## src/rtl/fight_pkg.sv

```systemverilog
// Shared constants for the fighting-game action controller: key bit
// positions inside a player's key byte, one-hot video/audio codes and the
// per-player FSM state encoding.
package fight_pkg;

  // Bit positions inside one player's active-low key byte
  localparam int KEY_FWD   = 0;
  localparam int KEY_GUARD = 1;
  localparam int KEY_LP    = 2;
  localparam int KEY_HP    = 3;
  localparam int KEY_LK    = 4;
  localparam int KEY_HK    = 5;
  localparam int KEY_JUMP  = 6;
  localparam int KEY_SKILL = 7;

  // One-hot per-player video action codes
  localparam logic [9:0] VID_NONE  = 10'h000;
  localparam logic [9:0] VID_MOVE  = 10'h001;
  localparam logic [9:0] VID_GUARD = 10'h002;
  localparam logic [9:0] VID_LP    = 10'h004;
  localparam logic [9:0] VID_HP    = 10'h008;
  localparam logic [9:0] VID_LK    = 10'h010;
  localparam logic [9:0] VID_HK    = 10'h020;
  localparam logic [9:0] VID_JUMP  = 10'h040;
  localparam logic [9:0] VID_HIT   = 10'h080;
  localparam logic [9:0] VID_SKILL = 10'h100;
  localparam logic [9:0] VID_SKHIT = 10'h200;

  // One-hot audio event codes (upper four bits unused)
  localparam logic [12:0] AUD_NONE  = 13'h0000;
  localparam logic [12:0] AUD_LP    = 13'h0001;
  localparam logic [12:0] AUD_HP    = 13'h0002;
  localparam logic [12:0] AUD_LK    = 13'h0004;
  localparam logic [12:0] AUD_HK    = 13'h0008;
  localparam logic [12:0] AUD_SKILL = 13'h0010;
  localparam logic [12:0] AUD_HIT   = 13'h0020;
  localparam logic [12:0] AUD_BLOCK = 13'h0040;
  localparam logic [12:0] AUD_JUMP  = 13'h0080;
  localparam logic [12:0] AUD_CLASH = 13'h0100;

  typedef enum logic [1:0] {
    ST_IDLE = 2'd0,
    ST_ACT  = 2'd1,
    ST_HIT  = 2'd2
  } state_t;

endpackage

```

## src/rtl/fight_player_fsm.sv

```systemverilog
// One player's action channel: key decode, edge re-arming, IDLE/ACT/HIT
// state, skill cooldown and the stuck-animation timeout.
module fight_player_fsm
  import fight_pkg::*;
#(
  parameter logic [31:0] SKILL_CD = 32'd16_000_000,
  parameter logic [31:0] TIMEOUT  = 32'd12_000_000
) (
  input  logic        clk,
  input  logic        RST,
  input  logic [7:0]  keys,
  input  logic        own_done,
  input  logic        opp_done,
  input  logic        hit_req,
  input  logic        hit_skill,
  output logic        go,
  output logic        go_skill,
  output logic        evt,
  output logic [12:0] evt_aud,
  output logic        is_idle,
  output logic        lvl_guard,
  output logic        lvl_jump,
  output logic        lvl_fwd,
  output logic [9:0]  vid,
  output logic        vid_en
);

  state_t      state_q, state_d;
  logic [9:0]  vid_q, vid_d;
  logic        en_q, en_d;
  logic        armed_q, armed_d;
  logic [31:0] cd_q, cd_d;
  logic [31:0] tmo_q, tmo_d;

  logic [7:0]  pressed;
  logic [9:0]  atk_vid, lvl_vid;
  logic [12:0] atk_aud;
  logic        atk_skill, jump_start, tmo_hit;

  // Decode the key byte into the highest-priority attack and level action
  always_comb begin
    pressed   = ~keys;
    atk_vid   = VID_NONE;
    atk_aud   = AUD_NONE;
    atk_skill = 1'b0;
    if (pressed[KEY_SKILL] && (cd_q == 32'd0)) begin
      atk_vid   = VID_SKILL;
      atk_aud   = AUD_SKILL;
      atk_skill = 1'b1;
    end else if (pressed[KEY_HP]) begin
      atk_vid = VID_HP;
      atk_aud = AUD_HP;
    end else if (pressed[KEY_HK]) begin
      atk_vid = VID_HK;
      atk_aud = AUD_HK;
    end else if (pressed[KEY_LP]) begin
      atk_vid = VID_LP;
      atk_aud = AUD_LP;
    end else if (pressed[KEY_LK]) begin
      atk_vid = VID_LK;
      atk_aud = AUD_LK;
    end
    if (pressed[KEY_JUMP])       lvl_vid = VID_JUMP;
    else if (pressed[KEY_GUARD]) lvl_vid = VID_GUARD;
    else if (pressed[KEY_FWD])   lvl_vid = VID_MOVE;
    else                         lvl_vid = VID_NONE;

    is_idle    = (state_q == ST_IDLE);
    go         = is_idle && armed_q && (atk_vid != VID_NONE);
    go_skill   = go && atk_skill;
    lvl_guard  = is_idle && (lvl_vid == VID_GUARD);
    lvl_jump   = is_idle && (lvl_vid == VID_JUMP);
    lvl_fwd    = is_idle && (lvl_vid == VID_MOVE);
    jump_start = lvl_jump && !go && (vid_q != VID_JUMP);
    evt        = go || jump_start;
    evt_aud    = go ? atk_aud : (jump_start ? AUD_JUMP : AUD_NONE);
    tmo_hit    = (tmo_q >= TIMEOUT);
  end

  // Next-state, video field, re-arm, cooldown and timeout computation
  always_comb begin
    state_d = state_q;
    vid_d   = vid_q;
    en_d    = 1'b0;
    armed_d = armed_q;
    cd_d    = (cd_q != 32'd0) ? cd_q - 32'd1 : 32'd0;
    tmo_d   = is_idle ? 32'd0 : tmo_q + 32'd1;
    if (keys == 8'hFF) armed_d = 1'b1;
    else if (go)       armed_d = 1'b0;
    case (state_q)
      ST_IDLE: begin
        if (go) begin
          state_d = ST_ACT;
          vid_d   = atk_vid;
          en_d    = 1'b1;
          if (atk_skill) cd_d = SKILL_CD;
        end else if (hit_req) begin
          state_d = ST_HIT;
          vid_d   = hit_skill ? VID_SKHIT : VID_HIT;
        end else begin
          vid_d = lvl_vid;
        end
      end
      ST_ACT: begin
        if (own_done || tmo_hit) begin
          state_d = ST_IDLE;
          vid_d   = VID_NONE;
        end
      end
      ST_HIT: begin
        // The hit animation runs on the attacker's channel
        if (opp_done || tmo_hit) begin
          state_d = ST_IDLE;
          vid_d   = VID_NONE;
        end
      end
      default: begin
        state_d = ST_IDLE;
        vid_d   = VID_NONE;
      end
    endcase
  end

  // Register channel state and outputs
  always_ff @(posedge clk) begin
    if (RST) begin
      state_q <= ST_IDLE;
      vid_q   <= VID_NONE;
      en_q    <= 1'b0;
      armed_q <= 1'b1;
      cd_q    <= 32'd0;
      tmo_q   <= 32'd0;
    end else begin
      state_q <= state_d;
      vid_q   <= vid_d;
      en_q    <= en_d;
      armed_q <= armed_d;
      cd_q    <= cd_d;
      tmo_q   <= tmo_d;
    end
  end

  assign vid    = vid_q;
  assign vid_en = en_q;

endmodule

```

## src/rtl/fight_action_ctrl.sv

```systemverilog
// Two-player action arbiter: runs both player channels, resolves hits,
// guard and clash, tracks x-positions and drives audio and score pulses.
module fight_action_ctrl
  import fight_pkg::*;
#(
  parameter logic [9:0]  P1_START    = 10'd100,
  parameter logic [9:0]  P2_START    = 10'd500,
  parameter logic [9:0]  MIN_GAP     = 10'd40,
  parameter logic [9:0]  STEP        = 10'd4,
  parameter logic [31:0] MOVE_TICKS  = 32'd2_000_000,
  parameter logic [9:0]  RANGE_ATK   = 10'd60,
  parameter logic [9:0]  RANGE_SKL   = 10'd200,
  parameter logic [31:0] SKILL_CD    = 32'd16_000_000,
  parameter logic [31:0] AUDIO_TICKS = 32'd800_000,
  parameter logic [31:0] TIMEOUT     = 32'd12_000_000
) (
  input  logic        clk,
  input  logic        RST,
  input  logic [15:0] key_output,
  input  logic        busy_player1,
  input  logic        busy_player2,
  output logic [19:0] video,
  output logic        video_enable1,
  output logic        video_enable2,
  output logic [12:0] audio,
  output logic        audio_enable,
  output logic [7:0]  input_data,
  output logic [9:0]  pos1,
  output logic [9:0]  pos2
);

  logic        go1, go2, sk1, sk2, evt1, evt2, idle1, idle2;
  logic        grd1, grd2, jmp1, jmp2, fwd1, fwd2;
  logic [12:0] eaud1, eaud2;
  logic [9:0]  vid1, vid2;
  logic        hit_on1, hit_on2, blk_on1, blk_on2, reach1, reach2, clash;

  logic [9:0]  pos1_q, pos1_d, pos2_q, pos2_d;
  logic [12:0] aud_q, aud_d;
  logic        aen_q, aen_d;
  logic [31:0] acnt_q, acnt_d;
  logic [7:0]  score_q, score_d;
  logic [31:0] mcnt_q, mcnt_d;
  logic [9:0]  gap, slack, slack2, s1, s2;
  logic        mv_tick;

  fight_player_fsm #(.SKILL_CD(SKILL_CD), .TIMEOUT(TIMEOUT)) u_p1 (
    .clk(clk), .RST(RST), .keys(key_output[7:0]),
    .own_done(busy_player1), .opp_done(busy_player2),
    .hit_req(hit_on1), .hit_skill(sk2),
    .go(go1), .go_skill(sk1), .evt(evt1), .evt_aud(eaud1), .is_idle(idle1),
    .lvl_guard(grd1), .lvl_jump(jmp1), .lvl_fwd(fwd1),
    .vid(vid1), .vid_en(video_enable1)
  );

  fight_player_fsm #(.SKILL_CD(SKILL_CD), .TIMEOUT(TIMEOUT)) u_p2 (
    .clk(clk), .RST(RST), .keys(key_output[15:8]),
    .own_done(busy_player2), .opp_done(busy_player1),
    .hit_req(hit_on2), .hit_skill(sk1),
    .go(go2), .go_skill(sk2), .evt(evt2), .evt_aud(eaud2), .is_idle(idle2),
    .lvl_guard(grd2), .lvl_jump(jmp2), .lvl_fwd(fwd2),
    .vid(vid2), .vid_en(video_enable2)
  );

  // Hit / guard / clash resolution in the attacker's ACT-entry cycle
  always_comb begin
    gap     = pos2_q - pos1_q;
    clash   = go1 && go2;
    reach2  = go1 && !go2 && idle2 && (gap <= (sk1 ? RANGE_SKL : RANGE_ATK));
    reach1  = go2 && !go1 && idle1 && (gap <= (sk2 ? RANGE_SKL : RANGE_ATK));
    blk_on2 = reach2 && grd2;
    blk_on1 = reach1 && grd1;
    hit_on2 = reach2 && !grd2 && !(jmp2 && !sk1);
    hit_on1 = reach1 && !grd1 && !(jmp1 && !sk2);
    score_d = {4'b0000, hit_on1 && sk2, hit_on1 && !sk2, hit_on2 && sk1, hit_on2 && !sk1};
  end

  // Audio event arbitration and hold counter
  always_comb begin
    aud_d  = aud_q;
    aen_d  = aen_q;
    acnt_d = acnt_q;
    if (clash || hit_on1 || hit_on2 || blk_on1 || blk_on2 || evt1 || evt2) begin
      aen_d  = 1'b1;
      acnt_d = AUDIO_TICKS;
      if (clash)                   aud_d = AUD_CLASH;
      else if (hit_on1 || hit_on2) aud_d = AUD_HIT;
      else if (blk_on1 || blk_on2) aud_d = AUD_BLOCK;
      else if (evt1)               aud_d = eaud1;
      else                         aud_d = eaud2;
    end else if (acnt_q != 32'd0) begin
      acnt_d = acnt_q - 32'd1;
      if (acnt_q == 32'd1) begin
        aud_d = AUD_NONE;
        aen_d = 1'b0;
      end
    end
  end

  // Movement: free-running tick, P1 steps first, both clamped at MIN_GAP
  always_comb begin
    mv_tick = (mcnt_q == MOVE_TICKS - 32'd1);
    mcnt_d  = mv_tick ? 32'd0 : mcnt_q + 32'd1;
    slack   = gap - MIN_GAP;
    s1      = (mv_tick && fwd1 && !go1) ? ((slack < STEP) ? slack : STEP) : 10'd0;
    slack2  = slack - s1;
    s2      = (mv_tick && fwd2 && !go2) ? ((slack2 < STEP) ? slack2 : STEP) : 10'd0;
    pos1_d  = pos1_q + s1;
    pos2_d  = pos2_q - s2;
  end

  // Register positions, audio and score outputs
  always_ff @(posedge clk) begin
    if (RST) begin
      pos1_q  <= P1_START;
      pos2_q  <= P2_START;
      aud_q   <= AUD_NONE;
      aen_q   <= 1'b0;
      acnt_q  <= 32'd0;
      score_q <= 8'h00;
      mcnt_q  <= 32'd0;
    end else begin
      pos1_q  <= pos1_d;
      pos2_q  <= pos2_d;
      aud_q   <= aud_d;
      aen_q   <= aen_d;
      acnt_q  <= acnt_d;
      score_q <= score_d;
      mcnt_q  <= mcnt_d;
    end
  end

  assign video        = {vid2, vid1};
  assign audio        = aud_q;
  assign audio_enable = aen_q;
  assign input_data   = score_q;
  assign pos1         = pos1_q;
  assign pos2         = pos2_q;

endmodule

```

## config.mk

```make
export PLATFORM = sky130hd
export DESIGN_NAME = fight_action_ctrl
export DESIGN_NICKNAME = d
export VERILOG_FILES = /design/src/rtl/fight_pkg.sv /design/src/rtl/fight_player_fsm.sv /design/src/rtl/fight_action_ctrl.sv
export SDC_FILE = /design/constraint.sdc
export NUM_CORES = 1
export LEC_CHECK = 0
export BUFFER_PORTS_ARGS = -buffer_cell sky130_fd_sc_hd__clkbuf_2
export CORE_ASPECT_RATIO = 0.7
export CORE_MARGIN = 2
export CORE_UTILIZATION = 45
export DETAILED_ROUTE_END_ITERATION = 10
export PLACE_DENSITY = 0.63
export SLEW_MARGIN = 10
export SYNTH_ARGS = -nofsm -noshare
export SYNTH_HDL_FRONTEND = slang
export SYNTH_SLANG_ARGS = --single-unit
export TNS_END_PERCENT = 10
```

## constraint.sdc

```tcl
create_clock -name clk -period 6.3 [get_ports clk]
set_input_delay 0.63 -clock clk [delete_from_list [all_inputs] [get_ports clk]]
set_output_delay 0.63 -clock clk [all_outputs]
set_load 0.01 [all_outputs]
```

# Yosys cells after proc, flatten, opt, wreduce, memory -nomap -nowiden
# Index checks and enable logic that the tools add are counted.
# word_totals
in_bits	20
latchBits	0
wordCells	233
mem_bits_ro	0
ff_bits	262
mem_bits_rw	0
mem_count	0
# op_classes
n_lt_le_gt_ge	6
mul	0
div_mod_pow	0
eq_ne	22
mux	82
bitwise	4
n_shift	0
n_addsub	11
n_reduce_logical	87
# ops
cell	count
$mux W10	26
$mux W32	8
$mux W13	17
$add A32 B1 Y32 const B	3
$reduce_bool A32 Y1	3
$sub A32 B1 Y32 const B	3
$ge A32 B24 Y1 const B	2
$logic_not A32 Y1	2
$pmux W10 S3	2
$logic_and A1 B1 Y1	41
$mux W20	2
$eq A32 B1 Y1 const B	1
$eq A32 B21 Y1 const B	1
$mux W8	4
$sub A10 B10 Y10	3
$eq A10 B1 Y1 const B	2
$eq A10 B2 Y1 const B	2
$eq A10 B7 Y1 const B	2
$le A10 B8 Y1	2
$lt A10 B3 Y1 const B	2
$ne A10 B7 Y1 const B	2
$reduce_bool A10 Y1	2
$eq A8 B8 Y1 const B	2
$mux W2	8
other kinds (19)	70

# Depth between registers and ports, before layout
# logic_depth
depth_word	22
mapped_depth	34
ltp_nobuf	34

# By module
# Synthesis repeated with hierarchy kept, for this count alone.
# hier_totals
cells_unflattened	1592
hier_area_um2	13779.5
# by_module_without_submodules
module	seq_area_each_um2	n_inst	area_each_um2	cells_each
fight_action_ctrl	2042.0	1	6490.0	756
fight_player_fsm at u_p2	1561.5	1	3649.8	415
fight_player_fsm at u_p1	1561.5	1	3639.7	421

# Worst setup path before layout
# Ideal clock, no wire load.
# synth_timing
kind	register -> register
from	register pos1_q[0], in the netlist pos1[0]
to	register pos2_q[9], in the netlist pos2[9]
arrival_time_ps	6586
t_required_ps	6230
path_buffers	0
stages_incl_launch_ff	32
setup_time_ps	70
setup_slack_ps	-356
path_cell_list	dfxtp_1 > ha_1 > inv_1 > fa_1 > a21o_1 > a21oi_1 > xnor2_1 > inv_1 > ha_1 > or2_2 > mux2i_1 > nand4_1 > nor4b_1 > nor2b_1 > ha_1 > fa_1 > nand2b_1 > a21oi_1 > o21a_1 > nor2_1 > xnor2_1 > or4_1 > or4_1 > ha_1 > nor2b_1 > o21ai_0 > a21boi_0 > o21ai_0 > a21oi_1 > o211a_1 > or3_1 > a21oi_1
# synth_between
elab_chain_cells	10
# synth_lines
item	line	source
start: declaration	fight_action_ctrl.sv:38	logic [9:0] pos1_q, pos1_d, pos2_q, pos2_d;
start signal: assignment	fight_action_ctrl.sv:123	pos1_q <= pos1_d;
$sub A10 B10 Y10 *	fight_action_ctrl.sv:67	gap = pos2_q - pos1_q;
$sub A10 B6 Y10 *	fight_action_ctrl.sv:104	slack = gap - MIN_GAP;
$lt A10 B3 Y1	fight_action_ctrl.sv:105	s1 = (mv_tick && fwd1 && !go1) ? ((slack < STEP) ? slack : STEP) : 10'd0;
$mux W10 (2 in a row)	fight_action_ctrl.sv:105	
$sub A10 B10 Y10 *	fight_action_ctrl.sv:106	slack2 = slack - s1;
$lt A10 B3 Y1	fight_action_ctrl.sv:107	s2 = (mv_tick && fwd2 && !go2) ? ((slack2 < STEP) ? slack2 : STEP) : 10'd0;
$mux W10 * (2 in a row)	fight_action_ctrl.sv:107	
$sub A10 B10 Y10 *	fight_action_ctrl.sv:109	pos2_d = pos2_q - s2;
end signal: assignment	fight_action_ctrl.sv:124	pos2_q <= pos2_d;
end: declaration	fight_action_ctrl.sv:38	
# Mark *: on every way between the ends. The rest lies on a longest branch, timed or not.
# A chain may end at the register's enable or synchronous reset.

# Worst setup path after layout
# layout_timing
from	register pos2_q[0], in the netlist pos2[0]
to	register pos2_q[9], in the netlist pos2[9]
# layout_between
elab_chain_cells	10
# layout_lines
item	line
$sub A10 B10 Y10	fight_action_ctrl.sv:67
$sub A10 B6 Y10	fight_action_ctrl.sv:104
$lt A10 B3 Y1	fight_action_ctrl.sv:105
$mux W10 (2 in a row)	fight_action_ctrl.sv:105
$sub A10 B10 Y10	fight_action_ctrl.sv:106
$lt A10 B3 Y1	fight_action_ctrl.sv:107
$mux W10 (2 in a row)	fight_action_ctrl.sv:107
$sub A10 B10 Y10 *	fight_action_ctrl.sv:109
# Marks and branches as above.

==> results.md <==
### Pwr
• **power spent charging and discharging nets** 0.00243 W
• **power share of the sequential group** 0.300
• **Static Leak** 6.08 nW
• **power share of the clock group** 0.254
• **ratio of total power to cell area** 439 nW/um^2
• **internal power** 0.00428 W
• **switching fraction of total power** 0.362
• **Comb power frac** 0.447
• **IR drop worst, VDD** 0.247 mV

### CTS
• **clock buffer count from CTS** 26
• **TritonCTS clock tree** done
• **CTS max path bufs** 3
• **clock root buffer master** clkbuf_16
• **# hold bufs at CTS** 0
• **clock latency on the worst-skew pair** 530 ps
• **clock edge transition at the registers on the reported setup and hold paths** 70 ps
• **number of H-tree levels** 1
• **clock net sink count** 254

### STA
• **highest achievable clock rate** 157 MHz
• **final total negative setup slack** -109 ps
• **minimum clock period after layout** 6380 ps
• **actual slew at the worst max-slew pin** 1050 ps
• **setup-violating endpoint count in the final report** 2
• **number of hold violations in the final report** 0
• **Pins Over Slew Limit** 0
• **Max transition margin** 0.301
• **Clock Skews** 15.1 ps
• **final worst-path setup slack** -84.0 ps
• **unrepaired setup endpoints after global routing** yes
• **post-route fraction of the period consumed by the critical path** 1.01

### Placement
• **total placed instance area** 14100 um^2
• **count of buffers inserted at the top-level ports** 75
• **cell count after placement** 2008
• **placer congestion estimate** 0.850
• **half-perimeter wire length after placement** 21100 um

### Run status
• **violations in the final reports** negative setup slack
• **result of the run** finished, violations left

### Synth
• **most frequently used cell type in the post-synthesis netlist** dfxtp_1
• **count of unique library cells instantiated by Yosys** 77
• **number of instances in the synthesized netlist** 1492
• **flip-flop and latch count after synthesis** 254
• **cell type with the largest total area after synthesis** dfxtp_1
• **Ys Warns** 0
• **sequential area share after synthesis** 0.402
• **synthesized area** 12600 um^2
• **top flip-flop cell by instance count after synthesis** dfxtp_1
• **number of flops mapped to enable cells by yosys** 0
• **mean area per synthesized cell** 8.47 um^2
• **Async S/R FF share, synth** 0
• **list of most frequent post-synthesis cells** dfxtp_1 (254), nor2_1 (243), nand2_1 (117), xnor2_1 (98), xor2_1 (84)
• **cell types with the largest area share after synthesis** dfxtp_1 (40%), nor2_1 (7.2%), xnor2_1 (6.8%), xor2_1 (5.8%), ha_1 (5.5%)
• **proportion of netlist area held by the largest area contributor** 0.402

### Worst hold path
• **kind of path behind the tightest hold check** in2reg

### Finish
• **proportion of layout cells with a drive suffix above 1** 0.169
• **Layout Nets** 1760
• **Area Growth Syn to Fin** 20.9%
• **fin cells** 2071
• **fin area** 15300 um^2

### Critical path
• **top fanout value on the critical path** 4
• **WS Path Type** reg2reg
• **CP max-delay cell** or4_4
• **arrival time at the worst endpoint** 6840 ps
• **Worst Setup Start Kind** flop
• **Worst Setup End Kind** flop
• **maximum single-stage delay on the critical path** 540 ps
• **Data required, critical path** 6760 ps

### Drt
• **antenna violation net count after detailed routing** 0
• **Routed WL** 29200 um
• **detailed-router iteration count before antenna repair** 5
• **count of routing violations after the opening detailed-route iteration** 506
• **DRC errors left** 0
• **via count** 10.7k
• **average routed wire per standard cell** 14.1 um
• **drt via density** 5.15

### GRT
• **largest net degree at the start of global routing** 56
• **antenna violations before repair** 0
• **global-route wire length before repair** 48300 um
• **vias in the first global route** 9824
• **global router's overall resource usage** 0.198
• **Overflow after GRT** 0

### Run
• **number of maximum-capacitance violations** 0

### Die
• **Core Region** 27700 um^2
• **Chip Height** 144 um
• **total number of placement rows** 51
• **die outline area** 29500 um^2
• **initial core utilization** 0.457
• **number of I/O pins** 84
• **die width** 204 um

[registers in the layout (all words and copies together) (netlist names), 32 cells and up]
name / count
u_p1.cd_q: 32
acnt_q: 32
u_p2.cd_q: 32
u_p2.tmo_q: 32
u_p1.tmo_q: 32
mcnt_q: 32
[cell type report]
type | count | area [um^2]
antenna | 1 | 2.50
clock buffer | 34 | 752
clock inverter | 13 | 206
fill | 2553 | 12400
inverter | 58 | 218
multi-input combinational | 1161 | 7400
sequential | 254 | 5090
tap | 371 | 464
timing repair buffer | 179 | 1160
[stage by stage]
step / hold slack [ps] / utilization / setup WS [ps] / total power [W]
global route: 436 / 0.552 / -469 / 0.00719
CTS: 406 / 0.549 / -228 / 0.00669
finish: 435 / 0.552 / -84.0 / 0.00671
global placement: 430 / 0.509 / -229 / 0.00486
detailed placement: 436 / 0.509 / -443 / 0.00492
floorplan: 414 / - / 29.2 / 0.00405
[power by group through the flow]
stage | clock [W] | sequential [W] | combinational (W)
after detailed placement | 0 | 0.00204 | 0.00288
final | 0.00170 | 0.00201 | 0.00300
after global placement | 0 | 0.00203 | 0.00283
after CTS | 0.00174 | 0.00201 | 0.00294
after floorplan | 0 | 0.00204 | 0.00200
after global routing | 0.00181 | 0.00204 | 0.00333
[cell usage in the layout, fill, tap and decap left out, types with 52 or more instances in the layout]
cell	netlist	routed
a21oi_1	79	75
buf_4	8	104
clkbuf_2	0	75
dfxtp_1	254	252
ha_1	56	52
inv_1	57	54
nand2_1	117	117
nor2_1	243	241
nor3_1	54	53
o21ai_0	60	54
xnor2_1	98	97
xor2_1	84	84
[kinds of logic (layout without fill, tap and decap cells)]
logic type / after synthesis / after routing / synth area share
other cells: 2 / 27 / 0.000594
simple gates: 674 / 674 / 0.267
buf+inv: 101 / 284 / 0.0328
mux: 1 / 1 / 0.000792
compound gates: 217 / 217 / 0.107
flops: 254 / 254 / 0.402
fa+ha+maj: 60 / 60 / 0.0617
xor+xnor: 183 / 183 / 0.128
[critical path: cells and delay by family (launching register included)]
family | cells | cell delay [ps]
compound gates | 11 | 1760
xor+xnor | 2 | 210
fa+ha+maj | 5 | 1200
simple gates | 8 | 2040
mux | 1 | 150
flops | 1 | 330
buf+inv | 6 | 620
[what timing repair did]
action / in CTS / in global routing
setup endpoints to repair: 3 / 7
pin swaps: 25 / 14
resized for setup: 18 / 17
setup buffers: 14 / 1
[metal layers]
metal / vias up / global-route usage / part of all wire
met2: 178 / 0.303 / 0.43
met5: - / 0 / 0
met1: 4937 / 0.291 / 0.51
met4: 0 / 0.0381 / 0.014
li1: 5522 / - / -
met3: 32 / 0.0347 / 0.051
[path summary, 6_finish.rpt]
check                                from  slack (ps)                   endpoint  depth (start not counted)
setup / recovery       pos2[0]$_SDFF_PP0_         -80         pos2[9]$_SDFF_PP0_                         33
hold / removal              key_output[8]         430  u_p2.armed_q$_SDFFE_PP1P_                          3
setup reg to reg       pos2[0]$_SDFF_PP0_         -80         pos2[9]$_SDFF_PP0_                         33
hold reg to reg   u_p2.cd_q[0]$_SDFF_PP0_         450    u_p2.cd_q[0]$_SDFF_PP0_                          1
No activity file was read; power rests on OpenSTA's default activity.
